File: src/rtl/redmule_tile_walker_pkg.sv
// -----------------------------------------------------------------------------
// redmule_tile_walker_pkg
// Shared types and constants for the RedMulE tile walker:
//   - array geometry constants (ARRAY_HEIGHT, PIPE_REGS, ARRAY_WIDTH) and the
//     derived tile sizes TILE_K / TILE_N
//   - ctrl_regfile_t : the tiled register-file fields the walker consumes
//   - redmule_tile_t : one tile descriptor as handed to the streamer/scheduler
//   - walker_state_e : walker FSM states
//   - trim_extent()  : leftover trimming rule shared by all three dimensions
// -----------------------------------------------------------------------------
package redmule_tile_walker_pkg;

    localparam int unsigned ARRAY_HEIGHT = 4;
    localparam int unsigned PIPE_REGS    = 3;
    localparam int unsigned ARRAY_WIDTH  = 12;
    localparam int unsigned BITW         = 16;

    // One tile along K (and one chunk along N) covers the full pipelined depth.
    localparam int unsigned TILE_K = ARRAY_HEIGHT * (PIPE_REGS + 1);
    localparam int unsigned TILE_N = ARRAY_HEIGHT * (PIPE_REGS + 1);

    localparam int unsigned ADDR_W = 32;
    localparam int unsigned ITER_W = 16;
    localparam int unsigned LFT_W  = 8;
    localparam int unsigned EXT_W  = 8;

    // Tiled configuration as produced by redmule_tiler. Iteration counts and
    // leftovers are already unpacked from their shared register words.
    typedef struct packed {
        logic [ADDR_W-1:0] x_addr;
        logic [ADDR_W-1:0] w_addr;
        logic [ADDR_W-1:0] z_addr;
        logic [ITER_W-1:0] x_rows_iter;    // MI
        logic [ITER_W-1:0] x_cols_iter;    // NI
        logic [ITER_W-1:0] w_cols_iter;    // KI
        logic [LFT_W-1:0]  x_rows_lftovr;
        logic [LFT_W-1:0]  x_cols_lftovr;
        logic [LFT_W-1:0]  w_cols_lftovr;
        logic [ADDR_W-1:0] x_rows_offs;    // bytes between X row blocks
        logic [ADDR_W-1:0] w_d0_stride;    // bytes between W rows
        logic [ADDR_W-1:0] z_d2_stride;    // bytes between Z row blocks
    } ctrl_regfile_t;

    typedef struct packed {
        logic [ADDR_W-1:0] x_addr;
        logic [ADDR_W-1:0] w_addr;
        logic [ADDR_W-1:0] z_addr;
        logic [EXT_W-1:0]  m_rows;
        logic [EXT_W-1:0]  k_cols;
        logic [EXT_W-1:0]  n_len;
        logic              first_n;
        logic              last_n;
        logic              last;
    } redmule_tile_t;

    typedef enum logic [1:0] {
        IDLE = 2'd0,
        RUN  = 2'd1,
        DONE = 2'd2
    } walker_state_e;

    // The final tile of a dimension is trimmed to the leftover, unless the
    // dimension divides evenly (leftover of zero means "full tile").
    function automatic logic [EXT_W-1:0] trim_extent(
        input logic             is_last,
        input logic [LFT_W-1:0] lftovr,
        input logic [EXT_W-1:0] full
    );
        return (is_last && (lftovr != '0)) ? lftovr : full;
    endfunction

endpackage

File: src/rtl/redmule_tile_walker_if.sv
// -----------------------------------------------------------------------------
// redmule_tile_walker_if
// Descriptor handshake between the tile walker and its consumer.
//   tile_o  : descriptor (walker -> consumer)
//   valid_o : descriptor valid (walker -> consumer)
//   ready_i : consumer accepts (consumer -> walker)
// Signal names are seen from the walker side.
// -----------------------------------------------------------------------------
interface redmule_tile_walker_if;
    import redmule_tile_walker_pkg::*;

    redmule_tile_t tile_o;
    logic          valid_o;
    logic          ready_i;

    modport master (output tile_o, output valid_o, input ready_i);
    modport slave  (input tile_o, input valid_o, output ready_i);

endinterface

File: src/rtl/redmule_tile_counter.sv
// -----------------------------------------------------------------------------
// redmule_tile_counter
// One loop dimension of the tile walk: an index plus N_OFFS running byte
// offsets, each advanced by its own stride with a plain adder.
//   clk_i, rst_ni : clock, async active-low reset
//   iter          : number of iterations of this dimension
//   stride        : per-step increment of each offset lane
//   en            : step this dimension
//   clr           : synchronous clear of index and offsets (wins over en)
//   idx           : current index
//   offset        : current offset of each lane
//   last          : idx == iter-1
//   wrap          : stepping from the last index back to 0 (carry out)
// -----------------------------------------------------------------------------
module redmule_tile_counter #(
    parameter int unsigned IDX_W  = 16,
    parameter int unsigned ADDR_W = 32,
    parameter int unsigned N_OFFS = 1
) (
    input  logic                          clk_i,
    input  logic                          rst_ni,
    input  logic [IDX_W-1:0]              iter,
    input  logic [N_OFFS-1:0][ADDR_W-1:0] stride,
    input  logic                          en,
    input  logic                          clr,
    output logic [IDX_W-1:0]              idx,
    output logic [N_OFFS-1:0][ADDR_W-1:0] offset,
    output logic                          last,
    output logic                          wrap
);

    logic [IDX_W-1:0]              r_idx;
    logic [N_OFFS-1:0][ADDR_W-1:0] r_offset;

    assign last   = (r_idx == iter - IDX_W'(1));
    assign wrap   = en & last;
    assign idx    = r_idx;
    assign offset = r_offset;

    // NOTE: state is updated with non-blocking assignments so every flop
    // samples the pre-edge values, independent of statement order.
    always_ff @(posedge clk_i or negedge rst_ni) begin
        if (!rst_ni) begin
            r_idx    <= '0;
            r_offset <= '0;
        end else if (clr) begin
            r_idx    <= '0;
            r_offset <= '0;
        end else if (en) begin
            if (last) begin
                r_idx    <= '0;
                r_offset <= '0;
            end else begin
                r_idx <= r_idx + IDX_W'(1);
                for (int i = 0; i < int'(N_OFFS); i++) begin
                    r_offset[i] <= r_offset[i] + stride[i];
                end
            end
        end
    end

endmodule

File: src/rtl/redmule_tile_walker.sv
// -----------------------------------------------------------------------------
// redmule_tile_walker
// Walks the tiled GEMM iteration space (m outer, k middle, n inner) and emits
// one registered descriptor per tile over a valid/ready handshake.
//   clk_i, rst_ni : clock, async active-low reset
//   clear_i       : synchronous soft clear (drops any in-flight descriptor)
//   start_i       : start pulse, honoured only in IDLE
//   reg_file_i    : tiled configuration, captured into shadows at start
//   tile_if       : descriptor handshake (master side)
//   busy_o        : walker not in IDLE
//   done_o        : one-cycle pulse after the final handshake
//
// The three counters always point at the tile that will be loaded into the
// output register next. At start they sit at (0,0,0) and the first
// descriptor is built straight from reg_file_i, so it is valid one cycle
// after start; every load then steps the counters to the following tile.
// -----------------------------------------------------------------------------
module redmule_tile_walker
    import redmule_tile_walker_pkg::*;
#(
    parameter int unsigned ARRAY_WIDTH = redmule_tile_walker_pkg::ARRAY_WIDTH,
    parameter int unsigned TILE_K      = redmule_tile_walker_pkg::TILE_K,   // power of two
    parameter int unsigned TILE_N      = redmule_tile_walker_pkg::TILE_N,   // power of two
    parameter int unsigned BITW        = redmule_tile_walker_pkg::BITW
) (
    input  logic                         clk_i,
    input  logic                         rst_ni,
    input  logic                         clear_i,
    input  logic                         start_i,
    input  ctrl_regfile_t                reg_file_i,
    redmule_tile_walker_if.master        tile_if,
    output logic                         busy_o,
    output logic                         done_o
);

    localparam int unsigned      N_SHIFT = $clog2(TILE_N);
    localparam logic [ADDR_W-1:0] N_STEP = ADDR_W'(TILE_N * BITW / 8);
    localparam logic [ADDR_W-1:0] K_STEP = ADDR_W'(TILE_K * BITW / 8);

    walker_state_e r_state;
    ctrl_regfile_t r_shadow;
    redmule_tile_t r_tile;
    logic          r_valid;
    logic          r_busy;
    logic          r_done;

    ctrl_regfile_t w_cfg;
    redmule_tile_t w_next_tile;
    logic          w_zero_iter;
    logic          w_launch;
    logic          w_hs;
    logic          w_advance;
    logic          w_load;
    logic          w_cnt_clr;

    // m lanes: [0] X row blocks, [1] Z row blocks
    // n lanes: [0] X column chunks, [1] W row chunks
    // k lane : [0] shared by W and Z columns
    logic [1:0][ADDR_W-1:0] w_m_stride, w_m_offset;
    logic [1:0][ADDR_W-1:0] w_n_stride, w_n_offset;
    logic [0:0][ADDR_W-1:0] w_k_stride, w_k_offset;
    logic                   w_m_last, w_k_last, w_n_last;
    logic                   w_k_wrap, w_n_wrap;
    logic [ITER_W-1:0]      w_n_idx;
    // m/k indices and the outermost carry are not needed by the descriptor.
    logic [ITER_W-1:0]      w_m_idx_unused, w_k_idx_unused;
    logic                   w_m_wrap_unused;

    // In IDLE the live register file feeds the first descriptor; afterwards
    // only the shadow copy is used, so later reg_file_i changes are ignored.
    assign w_cfg = (r_state == IDLE) ? reg_file_i : r_shadow;

    assign w_zero_iter = (reg_file_i.x_rows_iter == '0) |
                         (reg_file_i.x_cols_iter == '0) |
                         (reg_file_i.w_cols_iter == '0);

    assign w_launch  = (r_state == IDLE) & start_i & ~clear_i & ~w_zero_iter;
    assign w_hs      = r_valid & tile_if.ready_i;
    assign w_advance = (r_state == RUN) & w_hs & ~r_tile.last & ~clear_i;
    assign w_load    = w_launch | w_advance;
    assign w_cnt_clr = clear_i | (r_state == DONE);

    assign w_m_stride = {w_cfg.z_d2_stride, w_cfg.x_rows_offs};
    assign w_n_stride = {w_cfg.w_d0_stride << N_SHIFT, N_STEP};
    assign w_k_stride = K_STEP;

    redmule_tile_counter #(.IDX_W(ITER_W), .ADDR_W(ADDR_W), .N_OFFS(2)) u_n_cnt (
        .clk_i  (clk_i),
        .rst_ni (rst_ni),
        .iter   (w_cfg.x_cols_iter),
        .stride (w_n_stride),
        .en     (w_load),
        .clr    (w_cnt_clr),
        .idx    (w_n_idx),
        .offset (w_n_offset),
        .last   (w_n_last),
        .wrap   (w_n_wrap)
    );

    redmule_tile_counter #(.IDX_W(ITER_W), .ADDR_W(ADDR_W), .N_OFFS(1)) u_k_cnt (
        .clk_i  (clk_i),
        .rst_ni (rst_ni),
        .iter   (w_cfg.w_cols_iter),
        .stride (w_k_stride),
        .en     (w_n_wrap),
        .clr    (w_cnt_clr),
        .idx    (w_k_idx_unused),
        .offset (w_k_offset),
        .last   (w_k_last),
        .wrap   (w_k_wrap)
    );

    redmule_tile_counter #(.IDX_W(ITER_W), .ADDR_W(ADDR_W), .N_OFFS(2)) u_m_cnt (
        .clk_i  (clk_i),
        .rst_ni (rst_ni),
        .iter   (w_cfg.x_rows_iter),
        .stride (w_m_stride),
        .en     (w_k_wrap),
        .clr    (w_cnt_clr),
        .idx    (w_m_idx_unused),
        .offset (w_m_offset),
        .last   (w_m_last),
        .wrap   (w_m_wrap_unused)
    );

    // NOTE: every field gets a default first so no path through this block
    // leaves a variable unassigned, which would infer a latch.
    always_comb begin
        w_next_tile         = '0;
        w_next_tile.x_addr  = w_cfg.x_addr + w_m_offset[0] + w_n_offset[0];
        w_next_tile.w_addr  = w_cfg.w_addr + w_n_offset[1] + w_k_offset[0];
        w_next_tile.z_addr  = w_cfg.z_addr + w_m_offset[1] + w_k_offset[0];
        w_next_tile.m_rows  = trim_extent(w_m_last, w_cfg.x_rows_lftovr, EXT_W'(ARRAY_WIDTH));
        w_next_tile.k_cols  = trim_extent(w_k_last, w_cfg.w_cols_lftovr, EXT_W'(TILE_K));
        w_next_tile.n_len   = trim_extent(w_n_last, w_cfg.x_cols_lftovr, EXT_W'(TILE_N));
        w_next_tile.first_n = (w_n_idx == '0);
        w_next_tile.last_n  = w_n_last;
        w_next_tile.last    = w_n_last & w_k_last & w_m_last;
    end

    // NOTE: the shadow configuration is a handful of flops, not a memory, so
    // it is reset along with the rest of the state to give a known '0 map.
    always_ff @(posedge clk_i or negedge rst_ni) begin
        if (!rst_ni) begin
            r_state  <= IDLE;
            r_shadow <= '0;
            r_tile   <= '0;
            r_valid  <= 1'b0;
            r_busy   <= 1'b0;
            r_done   <= 1'b0;
        end else if (clear_i) begin
            r_state  <= IDLE;
            r_shadow <= '0;
            r_tile   <= '0;
            r_valid  <= 1'b0;
            r_busy   <= 1'b0;
            r_done   <= 1'b0;
        end else begin
            unique case (r_state)
                IDLE: begin
                    r_done <= 1'b0;
                    if (start_i) begin
                        r_shadow <= reg_file_i;
                        r_busy   <= 1'b1;
                        if (w_zero_iter) begin
                            r_state <= DONE;
                            r_done  <= 1'b1;
                        end else begin
                            r_state <= RUN;
                            r_valid <= 1'b1;
                            r_tile  <= w_next_tile;
                        end
                    end
                end
                RUN: begin
                    if (w_hs) begin
                        if (r_tile.last) begin
                            r_state <= DONE;
                            r_valid <= 1'b0;
                            r_done  <= 1'b1;
                        end else begin
                            r_tile <= w_next_tile;
                        end
                    end
                end
                DONE: begin
                    r_state <= IDLE;
                    r_done  <= 1'b0;
                    r_busy  <= 1'b0;
                end
                default: begin
                    r_state <= IDLE;
                    r_valid <= 1'b0;
                    r_busy  <= 1'b0;
                    r_done  <= 1'b0;
                end
            endcase
        end
    end

    assign tile_if.tile_o  = r_tile;
    assign tile_if.valid_o = r_valid;
    assign busy_o          = r_busy;
    assign done_o          = r_done;

endmodule

File: src/flat_wrapper.sv
// flat-port wrapper written by rule: the top's interface ports become plain ports
module redmule_tile_walker_flat import redmule_tile_walker_pkg::*;
#(
    parameter int unsigned ARRAY_WIDTH = redmule_tile_walker_pkg::ARRAY_WIDTH,
    parameter int unsigned TILE_K      = redmule_tile_walker_pkg::TILE_K,                  
    parameter int unsigned TILE_N      = redmule_tile_walker_pkg::TILE_N,                  
    parameter int unsigned BITW        = redmule_tile_walker_pkg::BITW
)
  (clk_i, rst_ni, clear_i, start_i, reg_file_i, busy_o, done_o, tile_if_tile_o, tile_if_valid_o, tile_if_ready_i);
  redmule_tile_walker_if tile_if_i ();
  input  logic clk_i;
  input  logic rst_ni;
  input  logic clear_i;
  input  logic start_i;
  input  ctrl_regfile_t reg_file_i;
  output logic busy_o;
  output logic done_o;
  output wire logic [$bits(tile_if_i.tile_o)-1:0] tile_if_tile_o;
  output wire logic [$bits(tile_if_i.valid_o)-1:0] tile_if_valid_o;
  input wire logic [$bits(tile_if_i.ready_i)-1:0] tile_if_ready_i;
  assign tile_if_tile_o = tile_if_i.tile_o;
  assign tile_if_valid_o = tile_if_i.valid_o;
  assign tile_if_i.ready_i = tile_if_ready_i;
  redmule_tile_walker #(.ARRAY_WIDTH(ARRAY_WIDTH), .TILE_K(TILE_K), .TILE_N(TILE_N), .BITW(BITW)) u_core (.clk_i(clk_i), .rst_ni(rst_ni), .clear_i(clear_i), .start_i(start_i), .reg_file_i(reg_file_i), .tile_if(tile_if_i), .busy_o(busy_o), .done_o(done_o));
endmodule
File: config.mk
export PLATFORM = sky130hd
export DESIGN_NAME = redmule_tile_walker_flat
export DESIGN_NICKNAME = d
export VERILOG_FILES = /design/src/rtl/redmule_tile_walker_pkg.sv /design/src/rtl/redmule_tile_walker_if.sv /design/src/rtl/redmule_tile_counter.sv /design/src/rtl/redmule_tile_walker.sv /design/src/flat_wrapper.sv
export SDC_FILE = /design/constraint.sdc
export NUM_CORES = 2
export LEC_CHECK = 0
export ABC_AREA = 0
export BUFFER_PORTS_ARGS = -buffer_cell sky130_fd_sc_hd__buf_4
export CAP_MARGIN = 25
export CELL_PAD_IN_SITES_DETAIL_PLACEMENT = 0
export CELL_PAD_IN_SITES_GLOBAL_PLACEMENT = 1
export CORE_ASPECT_RATIO = 0.9
export CORE_MARGIN = 2
export CORE_UTILIZATION = 40
export CTS_CLUSTER_DIAMETER = 60
export DETAILED_ROUTE_END_ITERATION = 10
export GPL_ROUTABILITY_DRIVEN = 0
export GPL_TIMING_DRIVEN = 0
export HOLD_SLACK_MARGIN = 0.15
export PLACE_DENSITY = 0.74
export SYNTH_ARGS = -nofsm -noshare
export SYNTH_HDL_FRONTEND = slang
export SYNTH_HIERARCHICAL = 1
export SYNTH_SLANG_ARGS = --single-unit
File: constraint.sdc
create_clock -name clk_i -period 8.5 [get_ports clk_i]
set_input_delay 0.425 -clock clk_i [delete_from_list [all_inputs] [get_ports clk_i]]
set_output_delay 0.425 -clock clk_i [all_outputs]
set_load 0.05 [all_outputs]
==> run metrics <==
Wirelength per Cell between 20 and 25 um; DRT iter0 DRCs about 3400; status finished clean; Detailed Place HPWL 120000 um; DRC 0; crit path DAT approximately 8.5 ns; postcts setup bufs 0; CP endpoint kind register; fin crit share 0.938; pwr dens 195 mW/mm^2; commonest non-fill, non-tap cell in the layout dfrtp_1; worst hold path type input port to asynchronous set/reset pin; clk buf depth 3; first-pass GRT wire length 231000 um; Worst slew margin 0.274; Worst R2R Path Depth 22; PortBufs 389; largest net degree at the start of global routing around 110; Worst R2R Setup Slack 0.52 ns; Slew Viols, Final 0; RSZ-0062 raised after global routing false; DP Cell Count around 6400; CP Class register to register; Root Driver clkbuf_16; post-synthesis cell count 4515; slew of the pin with the lowest slew margin 1.09 ns; final hold viol count 0; Nets 5958; CP required between 9 and 10 ns; Avg Inst Size Synth 9.44 um^2; most frequent cells in the layout dfrtp_1, inv_1, buf_4; leakage power 26.0 nW; Num CTS Buffers 80; crit-path most repeated cell clkbuf_1; maximum clock rate 125 MHz; Vias roughly 38000; min Tclk post-route 7.98 ns; Vias/cell 5.62; share of cells above drive strength 1 0.151; cell chain of the critical path clkbuf_1 > nor2_1 > buf_6 > buf_2 > buf_2 > mux2_2 > clkbuf_1 > nor4_1 > and2_1 > o21ai_0 > a31oi_1 > a21boi_1 > nor4b_2 > buf_4 > buf_4 > and2_1 > and2_1 > nor2_1 > clkbuf_1 > clkbuf_1 > nand2_1 > o31ai_1; initial antenna violation count 10; Ports 395; CP max-delay cell clkbuf_1; clk sinks 596; Die ar. between 0.1 and 0.15 mm^2; CP Launch Type register; synthesis-to-layout area growth 25.3%; antenna viol nets, final 0; DIE WIDTH 348 um; warnings from Yosys 6; TritonRoute pass-1 iters 5; synthesized area 0.0426 mm^2; max cap viols 0; CP startpoint u_core/r_state[1]$_DFFE_PN0P_; total global-route track usage 0.279; Max H-tree Level 3; Fin Setup TNS 0 ns; clock skew 0.0247 ns; worst skew pair latency 0.65 ns; TritonCTS clock tree built; # setup viols final 0; total gr overflow 0; Initial Utilization 0.404; number of global-route vias before repair 36700; Max VDD drop about 0.00013 V; routed wire length 155000 um; row count between 100 and 150; Die Y-Extent ~310 um; reg2reg end u_core/u_m_cnt/offset[9]$_DFFE_PN0P_; Clk pin slew, worst setup/hold paths 0.06 ns; CP peak stage delay 0.68 ns; critical path peak fanout 19; final std cells w/o fill 6785; core area between 0.1 and 0.15 mm^2; worst flop-to-flop path startpoint u_core/r_state[1]$_DFFE_PN0P_
## per-stage QoR
step	hold slack (ns)	utilization	power (W)	worst slack [ns]	instance area, um^2
2_1_floorplan	0.129	-	0.00550	2.60	42900
3_3_place_gp	0.464	0.450	0.00661	-2.69	47500
3_5_place_dp	0.235	0.454	0.00666	-0.195	48000
4_1_cts	0.153	0.506	0.0105	0.329	53400
5_1_grt	0.169	0.506	0.0109	0.267	53400
6_report	0.184	0.506	0.0104	0.524	53400
## worst max-delay path by stage
stage,cells past startpoint,end
final,22,u_core/u_m_cnt/offset[9]$_DFFE_PN0P_
after global routing,23,u_core/u_m_cnt/offset[9]$_DFFE_PN0P_
after CTS,23,u_core/u_m_cnt/offset[9]$_DFFE_PN0P_
after detailed placement,24,u_core/u_m_cnt/offset[17]$_DFFE_PN0P_
after global placement,20,u_core/u_m_cnt/offset[31]$_DFFE_PN0P_
after floorplan,22,u_core/u_m_cnt/offset[29]$_DFFE_PN0P_
## worst max-delay path, delay by kind of cell, from the launching register on
family,cells,cell delay (ns)
buffers and inverters,9,3.34
AND/OR/NAND/NOR,8,2.94
AO/OA/AOI/OAI,4,0.79
multiplexers,1,0.39
flip-flops,1,0.35
## timing repair
item | 4_1_cts | 5_1_grt
pin swaps | 0 | 0
endpoints found under the setup margin | 20 | 10
hold endpoints to repair | 505 | 0
hold buffers | 263 | 0
cloned | 0 | 0
resized for setup | 0 | 1
## state kept, by name, indices dropped and copies added, names as in the netlist
register and count:
u_core/u_k_cnt/offset 32, u_core/busy_o 1, u_core/u_n_cnt/offset 64, u_core/tile_if.tile_o 123
u_core/u_m_cnt/offset 64, u_core/done_o 1, u_core/u_m_cnt/idx 16, u_core/tile_if.valid_o 1
u_core/r_state 2, u_core/r_shadow 260, u_core/u_k_cnt/idx 16, u_core/u_n_cnt/idx 16
## power by group
group / switching [W] / internal [W]
Clock: 0.00142 / 0.00225
Combinational: 0.00215 / 0.00131
Sequential: 0.000216 / 0.00308
Total: 0.00379 / 0.00664
## final cells by class
cell class	instances	area, um^2
well taps	1380	1730
fillers	9792	52200
plain buffers	217	966
inverters	413	1550
clock inverters	39	556
repair buffers	672	5950
clock buffers	107	2290
multi-input cells	3357	25500
flip-flops and latches	596	14900
diodes	4	10.0
## layer usage
layer  up-vias  wire (um)  GRT usage
li1      17900          -          -
met1     18800      73500      0.413
met2      1270      66100      0.414
met3       219      10200     0.0460
met4         4       4980     0.0860
met5         -         27          0
No activity file was read; power rests on OpenSTA's default activity.
